==> config.mk <==
export PLATFORM = sky130hd
export DESIGN_NAME = bft_leaf_egress_relay
export DESIGN_NICKNAME = d
export VERILOG_FILES = /design/src/rtl/bft_leaf_egress_relay_pkg.sv /design/src/rtl/bft_leaf_egress_relay_fifo.sv /design/src/rtl/bft_leaf_egress_relay.sv
export SDC_FILE = /design/constraint.sdc
export NUM_CORES = 1
export LEC_CHECK = 0
export ABC_AREA = 1
export CORE_MARGIN = 3
export CORE_UTILIZATION = 45
export CTS_CLUSTER_SIZE = 40
export DETAILED_ROUTE_END_ITERATION = 8
export PLACE_DENSITY_LB_ADDON = 0.08
export RECOVER_POWER = 50
export SETUP_SLACK_MARGIN = 0.15
export SYNTH_ARGS = -nofsm -noshare
export SYNTH_HDL_FRONTEND = slang
export SYNTH_HIERARCHICAL = 1
export SYNTH_SLANG_ARGS = --single-unit
==> constraint.sdc <==
create_clock -name clk -period 8.3 [get_ports clk]
set_input_delay 1.245 -clock clk [delete_from_list [all_inputs] [get_ports clk]]
set_output_delay 1.245 -clock clk [all_outputs]
set_load 0.03 [all_outputs]
==> src/rtl/bft_leaf_egress_relay_pkg.sv <==
// Packet field layout for the leaf interface packets carried into the BFT.
// Shared with the leaf_interface users.
package bft_leaf_egress_relay_pkg;

  localparam int VALID_BIT    = 48;
  localparam int LEAF_MSB     = 47;
  localparam int LEAF_LSB     = 43;
  localparam int PORT_MSB     = 42;
  localparam int PORT_LSB     = 39;
  localparam int ADDR_MSB     = 38;
  localparam int ADDR_LSB     = 32;
  localparam int PAYLOAD_BITS = 32;

endpackage

==> src/rtl/bft_leaf_egress_relay_fifo.sv <==
// relay_sync_fifo: synchronous FIFO on distributed RAM with a registered occupancy count.
// Writes on full and reads on empty are ignored.
module relay_sync_fifo #(
  parameter int WIDTH = 48,
  parameter int DEPTH = 8
) (
  input  logic                     clk,
  input  logic                     reset,
  input  logic                     wr_en,
  input  logic [WIDTH-1:0]         wr_data,
  input  logic                     rd_en,
  output logic [WIDTH-1:0]         rd_data,
  output logic [$clog2(DEPTH):0]   count,
  output logic                     full,
  output logic                     empty
);

  localparam int AW = $clog2(DEPTH);
  localparam int CW = AW + 1;

  logic [WIDTH-1:0] mem [DEPTH];
  logic [AW-1:0]    wr_ptr;
  logic [AW-1:0]    rd_ptr;
  logic             do_wr;
  logic             do_rd;

  assign full    = (count == CW'(DEPTH));
  assign empty   = (count == '0);
  assign do_wr   = wr_en && !full;
  assign do_rd   = rd_en && !empty;
  assign rd_data = mem[rd_ptr];

  // No reset on the storage itself: only the pointers and count define what is valid.
  always_ff @(posedge clk) begin
    if (do_wr && !reset) mem[wr_ptr] <= wr_data;
  end

  always_ff @(posedge clk) begin
    if (reset) begin
      wr_ptr <= '0;
      rd_ptr <= '0;
      count  <= '0;
    end else begin
      if (do_wr) wr_ptr <= wr_ptr + AW'(1);
      if (do_rd) rd_ptr <= rd_ptr + AW'(1);
      case ({do_wr, do_rd})
        2'b10:   count <= count + CW'(1);
        2'b01:   count <= count - CW'(1);
        default: count <= count;
      endcase
    end
  end

endmodule

==> src/rtl/bft_leaf_egress_relay.sv <==
// Egress relay between a leaf page and the BFT tree: FIFO plus a single output stage,
// with resend flow control, a delivered-packet counter and a sticky overflow flag.
module bft_leaf_egress_relay
  import bft_leaf_egress_relay_pkg::*;
#(
  parameter int PACKET_BITS = 49,
  parameter int DEPTH       = 8,
  parameter int SKID        = 2
) (
  input  logic                   clk,
  input  logic                   reset,
  input  logic [PACKET_BITS-1:0] din_leaf_page2relay,
  output logic                   resend,
  output logic [PACKET_BITS-1:0] dout_leaf_relay2bft,
  input  logic                   bft_ready,
  output logic [31:0]            pkt_cnt,
  output logic                   overflow
);

  localparam int CW = $clog2(DEPTH) + 1;

  logic                 in_valid;
  logic [VALID_BIT-1:0] head;
  logic [VALID_BIT-1:0] out_data;
  logic                 out_full;
  logic                 transfer;
  logic                 load;
  logic                 fifo_full;
  logic                 fifo_empty;
  logic [CW-1:0]        fifo_count;
  logic [CW-1:0]        count_next;
  logic                 resend_next;
  logic                 resend_q;
  logic [31:0]          pkt_cnt_q;
  logic                 overflow_q;

  assign in_valid = din_leaf_page2relay[VALID_BIT];
  assign transfer = out_full && bft_ready;
  assign load     = (!out_full || transfer) && !fifo_empty;

  relay_sync_fifo #(
    .WIDTH (VALID_BIT),
    .DEPTH (DEPTH)
  ) u_fifo (
    .clk     (clk),
    .reset   (reset),
    .wr_en   (in_valid),
    .wr_data (din_leaf_page2relay[VALID_BIT-1:0]),
    .rd_en   (load),
    .rd_data (head),
    .count   (fifo_count),
    .full    (fifo_full),
    .empty   (fifo_empty)
  );

  // Threshold is evaluated on the post-edge occupancy so resend reacts in one cycle.
  always_comb begin
    count_next = fifo_count;
    if (in_valid && !fifo_full) count_next = count_next + CW'(1);
    if (load)                   count_next = count_next - CW'(1);
    resend_next = (DEPTH - int'(count_next)) > SKID;
  end

  always_ff @(posedge clk) begin
    if (reset) begin
      out_full   <= 1'b0;
      out_data   <= '0;
      pkt_cnt_q  <= '0;
      overflow_q <= 1'b0;
      resend_q   <= 1'b0;
    end else begin
      if (load) begin
        out_full <= 1'b1;
        out_data <= head;
      end else if (transfer) begin
        out_full <= 1'b0;
      end
      if (transfer) pkt_cnt_q <= pkt_cnt_q + 32'd1;
      if (in_valid && fifo_full) overflow_q <= 1'b1;
      resend_q <= resend_next;
    end
  end

  assign dout_leaf_relay2bft = {out_full, out_data};
  assign resend              = resend_q;
  assign pkt_cnt             = pkt_cnt_q;
  assign overflow            = overflow_q;

endmodule

Word level (Yosys, flattened, before mapping)
Memories as Yosys holds them, arrays and structs flattened. A register that Yosys moved wholly into a read port is not among the register bits. Cells that the tools add are included. W data, S select, Z words.

Input bits: 52. Bits in registers: 45. Output and inout port bits: 83. Word-level logic and storage cells: 40. Bits in writable memories: 384. Memories kept: 1.

Memories: u_fifo.mem (words 8, bits a word 48, rd ports 1, clocked after Yosys merged registers in 1, wr ports 1, RTL line bft_leaf_egress_relay_fifo.sv:21) `logic [WIDTH-1:0] mem [DEPTH];`.

Mux-type cells: 7. Eq/ne operators: 3. Reductions and logical operators: 14. Add/sub/neg operators: 7. Magnitude comparators: 1.

Operators with widths (number): $add A32 B1 Y32 const B (1); $mux W4 (2); $pmux W4 S2 (1); $sub A4 B1 Y4 const B (2); $add A3 B1 Y3 const B (2); $logic_and A1 B1 Y1 (6); $gt A5 B3 Y1 const B (1); $sub A4 B4 Y5 const A (1); $add A4 B1 Y4 const B (1); $eq A4 B4 Y1 const B (1); $logic_not A1 Y1 (4); $logic_not A4 Y1 (1); $mux W1 (4); $reduce_bool A2 Y1 (2); $eq A2 B1 Y1 const B (1); $eq A2 B2 Y1 const B (1); $logic_or A1 B1 Y1 (1).

Longest topological paths before layout
Gate-level depths: netlist of the first run.

Depth in word-level cells: 8. Gate-level depth with buffers: 18. Depth with buffers taken out: 18.

Cells and area by module
The synthesis of the first run kept the hierarchy.

Modules (own cells, without submodules): relay_sync_fifo (times used 1, area each 15668.8 um^2, cells an instance 1274, sequential area each 11791.3 um^2); bft_leaf_egress_relay (times used 1, area each 3872.5 um^2, cells an instance 553, sequential area each 1661.6 um^2).

Worst setup path after synthesis of the first run
No wires, ideal clock.

Kind: input -> register. From: input port din_leaf_page2relay[48]. To: memory u_fifo.mem[0][0], enable pin. Path buffers: 0. Arrival: 3.526 ns. Required time: 7.846 ns. Slack: 4.320 ns. Setup time: 0.454 ns. Stages: 4. Path through: nand2_1 -> inv_1 -> nand2_1 -> nor2_1.

Longest elaborated chain between the ends: 4.

RTL lines: from (decl) (RTL line bft_leaf_egress_relay.sv:12) `input logic [PACKET_BITS-1:0] din_leaf_page2relay,`; $logic_and A1 B1 Y1 (RTL line bft_leaf_egress_relay_fifo.sv:29) `assign do_wr = wr_en && !full;`; $logic_and A1 B1 Y1 (RTL line bft_leaf_egress_relay_fifo.sv:35) `if (do_wr && !reset) mem[wr_ptr] <= wr_data;`; $mux W1 (RTL line bft_leaf_egress_relay_fifo.sv:35); $mux W1 (not written as such) (RTL line bft_leaf_egress_relay_fifo.sv:35); to (decl) (RTL line bft_leaf_egress_relay_fifo.sv:21).

No other way between the ends.

Worst setup path after layout of the first run
From: input port reset. To: memory u_fifo.mem[3][42], enable pin.

Longest elaborated chain between the ends: 4.

RTL lines: from (decl) (RTL line bft_leaf_egress_relay.sv:11) `input logic reset,`; $logic_not A1 Y1 (RTL line bft_leaf_egress_relay_fifo.sv:35); $logic_and A1 B1 Y1 (RTL line bft_leaf_egress_relay_fifo.sv:35); $mux W1 (RTL line bft_leaf_egress_relay_fifo.sv:35); $mux W1 (not written as such) (RTL line bft_leaf_egress_relay_fifo.sv:35).

No other way between the ends.

==> results of run 1 <==
logic make-up (layout without fill, tap and decap cells):
family,count (synthesis),in the layout
AND/OR/NAND/NOR,771,771
flip-flops,480,480
AO/OA/AOI/OAI,397,397
buffers and inverters,160,309
adder cells (fa/ha/maj),11,11
XOR/XNOR,8,8
other,0,2
cell usage after synthesis (6+ instances only):
cell type / number / area share (%)
a21oi_1: 37 / 0.95
buf_1: 10 / 0.19
buf_2: 16 / 0.41
buf_6: 12 / 0.69
clkbuf_1: 52 / 1.0
dfxtp_1: 96 / 9.8
edfxtp_1: 384 / 59
ha_1: 10 / 0.64
inv_1: 56 / 1.1
inv_2: 8 / 0.15
nand2_1: 258 / 5.0
nand2_2: 6 / 0.19
nand3_1: 28 / 0.72
nor2_1: 436 / 8.4
nor3_1: 12 / 0.31
nor3_2: 8 / 0.41
o21ai_0: 201 / 5.1
o21ai_1: 155 / 4.0
xor2_1: 6 / 0.27
routing by layer:
layer	up-vias	routed length [µm]
met1	6366	20600
met5	-	12
met3	68	2296
met2	294	20890
li1	6484	-
met4	2	820
final cells by class:
cell class	count	area, µm²
timing repair buffer	150	1458
antenna	2	5.005
inverter	66	252.7
sequential	480	13460
clock inverter	15	80.08
fill	3752	19580
clock buffer	78	1479
tap	577	721.9
multi-input combinational	1187	5380
stage by stage:
| step | hold slack, ns | setup WS [ns] | area [µm²] | cells |
|---|---|---|---|---|
| floorplan | 0.4577 | 4.320 | 19540 | 1827 |
| detailed placement | 0.4547 | 3.895 | 21320 | 2460 |
| global route | 0.4925 | 3.072 | 22830 | 2553 |
| finish | 0.4590 | 3.252 | 22840 | 2555 |
| global placement | 0.4622 | 3.966 | 21320 | 2460 |
| CTS | 0.4690 | 4.506 | 22880 | 2553 |
registers in the layout (all words and copies together), names as in the netlist, 3 cells and up, named ones only:
register / flops
u_fifo/mem: 384
u_fifo/rd_ptr: 3
u_fifo/count: 4
u_fifo/wr_ptr: 3
out_data: 48
pkt_cnt: 32
power groups by stage:
stage / sequential [W] / clock [W] / combinational [W]
final: 0.00297 / 0.00212 / 0.00232
after detailed placement: 0.00303 / 0 / 0.00235
after global routing: 0.00301 / 0.00228 / 0.00263
after CTS: 0.00298 / 0.00217 / 0.00236
after floorplan: 0.00318 / 0 / 0.00150
after global placement: 0.00303 / 0 / 0.00232
how the worst max path moves through the flow:
stage / from / to / slack (ns) / cells past startpoint
final: reset / u_fifo/mem[3][42]$_DFFE_PP_ / 3.25 / 6
after global routing: reset / u_fifo/mem[3][44]$_DFFE_PP_ / 3.07 / 6
after CTS: bft_ready / u_fifo/count[2]$_SDFFE_PP0P_ / 4.51 / 15
after detailed placement: bft_ready / u_fifo/count[2]$_SDFFE_PP0P_ / 3.89 / 15
after global placement: bft_ready / u_fifo/count[3]$_SDFFE_PP0P_ / 3.97 / 17
after floorplan: din_leaf_page2relay[48] / u_fifo/mem[0][0]$_DFFE_PP_ / 4.32 / 4
worst max-delay path, cell delays in order:
cell	delay, ns
dlygate4sd3_1	0.53
clkbuf_1	0.51
clkinv_1	0.39
nand2_1	0.16
nor2_1	1.69
buf_4	0.68
==> impl_metrics.yaml, run 1 <==
route:
  first_pass_iters: 5
  drcViolationCount: 0
  vias_per_cell: 5.172
  num_vias: 13214
  drtAntennaViolNets: 0
  routedWlPerCell_um: 17.46
  wl_mm: 44.62
  drt_iter0_markers: 1083
clock_network:
  cts_resized: 0
  cts.sinks: 480
  tritoncts: "done"
  clk_path_buf_depth: 3
  clock-root-buffer: "clkbuf_16"
  clk-insertion-delay-late_ns: 0.58
  cts_made_buffers: 51
  holdBufCountCts: 0
  h-tree-depth: 2
  path_clk_slew_ns: 0.06
  cts_setup_buffers: 0
timing:
  slew_headroom_pct: -51.57
  clock_skew_ns: 0.01153
  setup_viol: 0
  grt_setup_unrepaired: "false"
  fin_crit_ns: 5.048
  slew_violations: 126
  tns_ns: 0
  worst_slew_pin_slew_ns: 2.265
  hold_viol: 0
  post-route-period-util_pct: 60.82
  timing.fmax_mhz: 198.1
global_route:
  met2_usage_pct: 31.41
  grt_max_degree: 110
  antenna_found_initial: 2
  gr-total-overflow: 0
  use_met3_pct: 3.089
  grt_usage_pct: 19.13
  grt.busiest_layer: "met2"
  gr-usage-met1_pct: 26.73
  grt_pass1_vias: 12728
  grt_pass1_wl_mm: 70.86
synthesis:
  synth_area_um2: 19540
  syn_inst: 1827
  synth_xor_area_share_pct: 0.3586
  seq_area_frac_synth_pct: 68.84
  async_flop_share_pct: 0
  synthFlopType: "edfxtp_1"
  yosys.area_share.simple_pct: 16.09
  synth-compound-area-share_pct: 10.23
  synth.distinct_cells: 40
  synth_edf_count: 384
  synth_area_per_cell_um2: 10.70
  yosys.area_share.adder_pct: 0.7427
  yosysWarnings: 6
  synth_fp_nets: 1890
  synth.area.mux_share_pct: 0
  synth_top_family_by_area: "simple AND/OR/NAND/NOR gates"
  ys_seq_elements: 480
power:
  vdd_drop_max_mv: 0.2070
  p_clk_share_pct: 28.6
  p_int_w: 0.004793
  power_w: 0.007415
  power.density_nw_per_um2: 324.7
  switching_share_pct: 35.37
  net-switching-power_w: 0.002623
  p_leak_nw: 8.075
  power_frac_comb_pct: 31.3
  seqPwrFrac_pct: 40.1
finish:
  finish.utilization_pct: 53.84
  final_common_cell: "nor2_1"
  final_cell_mix: "nor2_1 (433), edfxtp_1 (384), nand2_1 (258)"
  final_layout_size_suffix_gt1_share_pct: 6.174
  syn2layout_area_growth_pct: 16.87
  nets: 1999
place:
  dp_hpwl_mm: 24.47
  io_buffers: 134
  place.gp.congestion: 0.8141
setup_path:
  cp-start-kind: "input pin"
  reg2reg_to: "u_fifo/mem[3][42]$_DFFE_PP_"
  critPathKind: "in2reg"
  cp.arrival_ns: 5.26
  crit_fanout: 29
  rr_startpoint: "u_fifo/count[1]$_SDFFE_PP0P_"
  r2r_cells: 5
  end_kind: "flop"
  required_ns: 8.51
  reg2reg_slack_ns: 4.50
floorplan:
  dieArea_um2: 45960
  die-height_um: 214.4
  initial_core_util_pct: 46.07
  core-area_um2: 42420
  ioPinCount: 135
  fp.dieW_um: 214.4
  rows: 75
outcome:
  status: "complete, but fails checks"
  violations: "max-capacitance violations, max-slew violations"
min_path:
  min_path_type: "reg2reg"
  hold_path_depth: 2
  min_to: "overflow$_SDFFE_PP0P_"
  worstHoldStart: "overflow$_SDFFE_PP0P_"
run:
  maxCapViolations: 4
Note: power is estimated with default switching activity, not from simulation.
==> run 2: changes to the inputs <==
==> constraint.sdc (replaced) <==
create_clock -name clk -period 4.93 [get_ports clk]
set_input_delay 0.7395 -clock clk [delete_from_list [all_inputs] [get_ports clk]]
set_output_delay 0.7395 -clock clk [all_outputs]
set_load 0.03 [all_outputs]
==> impl_metrics.yaml, run 2 (synthesized netlist as in run 1, its figures left out) <==
floorplan:
  fp.dieW_um: 214.4
  core-area_um2: 42420
  ioPinCount: 135
  dieArea_um2: 45960
  initial_core_util_pct: 46.07
  rows: 75
  die-height_um: 214.4
timing:
  timing.fmax_mhz: 273.3
  post-route-period-util_pct: 74.22
  setup_viol: 0
  slew_violations: 0
  slew_headroom_pct: 7.871
  tns_ns: 0
  clock_skew_ns: 0.01033
  fin_crit_ns: 3.659
  worst_slew_pin_slew_ns: 1.382
  hold_viol: 0
  hold_slack_ns: 0.4760
  grt_setup_unrepaired: "false"
  fin_ws_ns: 1.271
min_path:
  min_path_type: "reg2reg"
  worstHoldStart: "out_data[17]$_SDFFE_PP0P_"
setup_path:
  cp-start-kind: "input pin"
  startpoint: "reset"
  critPathMaxStageDelay_ns: 0.71
  cp_slowest_cell: "nor2_1"
  rr_startpoint: "u_fifo/count[1]$_SDFFE_PP0P_"
  required_ns: 5.13
  crit_fanout: 41
  reg2reg_to: "u_fifo/mem[6][31]$_DFFE_PP_"
  reg2reg_slack_ns: 1.93
  r2r_cells: 7
  crit_path_cell_trace: "dlygate4sd3_1 -> clkbuf_1 -> clkinv_1 -> nand3_1 -> nor2_1 -> buf_4"
  critPathKind: "in2reg"
  cp.arrival_ns: 3.86
  end_kind: "flop"
  setup.worst_path.end: "u_fifo/mem[6][31]$_DFFE_PP_"
power:
  vdd_drop_max_mv: 0.4679
  p_leak_nw: 8.131
  power_w: 0.01260
  power.density_nw_per_um2: 549.2
finish:
  top_register: "u_fifo/mem"
  syn2layout_area_growth_pct: 17.38
  nets: 2004
  final_cell_mix: "nor2_1 (431), edfxtp_1 (384), nand2_1 (258)"
  final_common_cell: "nor2_1"
  largest_reg_flops: 384
  final_layout_size_suffix_gt1_share_pct: 6.364
clock_network:
  clk_path_buf_depth: 3
  tritoncts: "done"
  holdBufCountCts: 0
  clk-insertion-delay-late_ns: 0.58
  cts_setup_buffers: 0
  cts.sinks: 480
  cts_made_buffers: 50
  cts_resized: 0
  h-tree-depth: 2
  clock-root-buffer: "clkbuf_16"
  path_clk_slew_ns: 0.06
global_route:
  grt_usage_pct: 19.44
  grt_pass1_vias: 12939
  grt_max_degree: 137
  antenna_found_initial: 4
  grt_pass1_wl_mm: 71.79
  gr-total-overflow: 0
route:
  wl_mm: 45.04
  drcViolationCount: 0
  drtAntennaViolNets: 0
  drt_iter0_markers: 890
  vias_per_cell: 5.188
  first_pass_iters: 4
  num_vias: 13275
  routedWlPerCell_um: 17.60
place:
  preCtsSetupSlack_ns: 1.574
  io_buffers: 134
  place.gp.congestion: 0.8155
  dp_hpwl_mm: 25.22
run:
  maxCapViolations: 0
outcome:
  status: "finished clean"
-- run 2: critical path: cells and delay by family --
family	cells	cell delay (ns)
buf+inv	4	2.15
simple gates	2	0.91
-- run 2: final cells by class --
class,count,area (µm²)
fill,3793,19480
sequential,480,13460
multi-input combinational,1187,5395
timing repair buffer,156,1528
clock buffer,70,1378
tap,577,721.9
inverter,66,252.7
clock inverter,21,196.4
antenna,2,5.005
-- run 2: worst min-delay path by stage --
| stage | endpoint | slack, ns | cells after the start |
|---|---|---|---|
| 2_1_floorplan | flop | 0.46 | 2 |
| 3_3_place_gp | out_data[45]$_SDFFE_PP0P_ | 0.47 | 2 |
| 3_5_place_dp | out_data[17]$_SDFFE_PP0P_ | 0.47 | 2 |
| 4_1_cts | out_data[17]$_SDFFE_PP0P_ | 0.49 | 2 |
| 5_1_grt | out_data[17]$_SDFFE_PP0P_ | 0.51 | 2 |
| 6_report | out_data[17]$_SDFFE_PP0P_ | 0.48 | 2 |
-- run 2: power breakdown --
part / internal, W / total, W / switching (W)
clock network: 0.00215 / 0.00363 / 0.00148
registers: 0.00472 / 0.00506 / 0.000341
logic: 0.00129 / 0.00391 / 0.00261
-- run 2: metal layers --
layer	vias to the layer above	share of wire, %	global-route usage, %
met5	-	0	0
met4	0	1.6	5.079
met3	56	5.1	3.146
met2	318	47	31.75
met1	6396	46	27.31
li1	6505	-	-
-- run 2: per-stage QoR --
step / std cells / util (%) / area, µm²
after floorplan: 1827 / - / 19540
after global placement: 2466 / 50.42 / 21390
after detailed placement: 2466 / 50.42 / 21390
after CTS: 2557 / 54.14 / 22960
after global routing: 2558 / 54.07 / 22940
final: 2559 / 54.08 / 22940
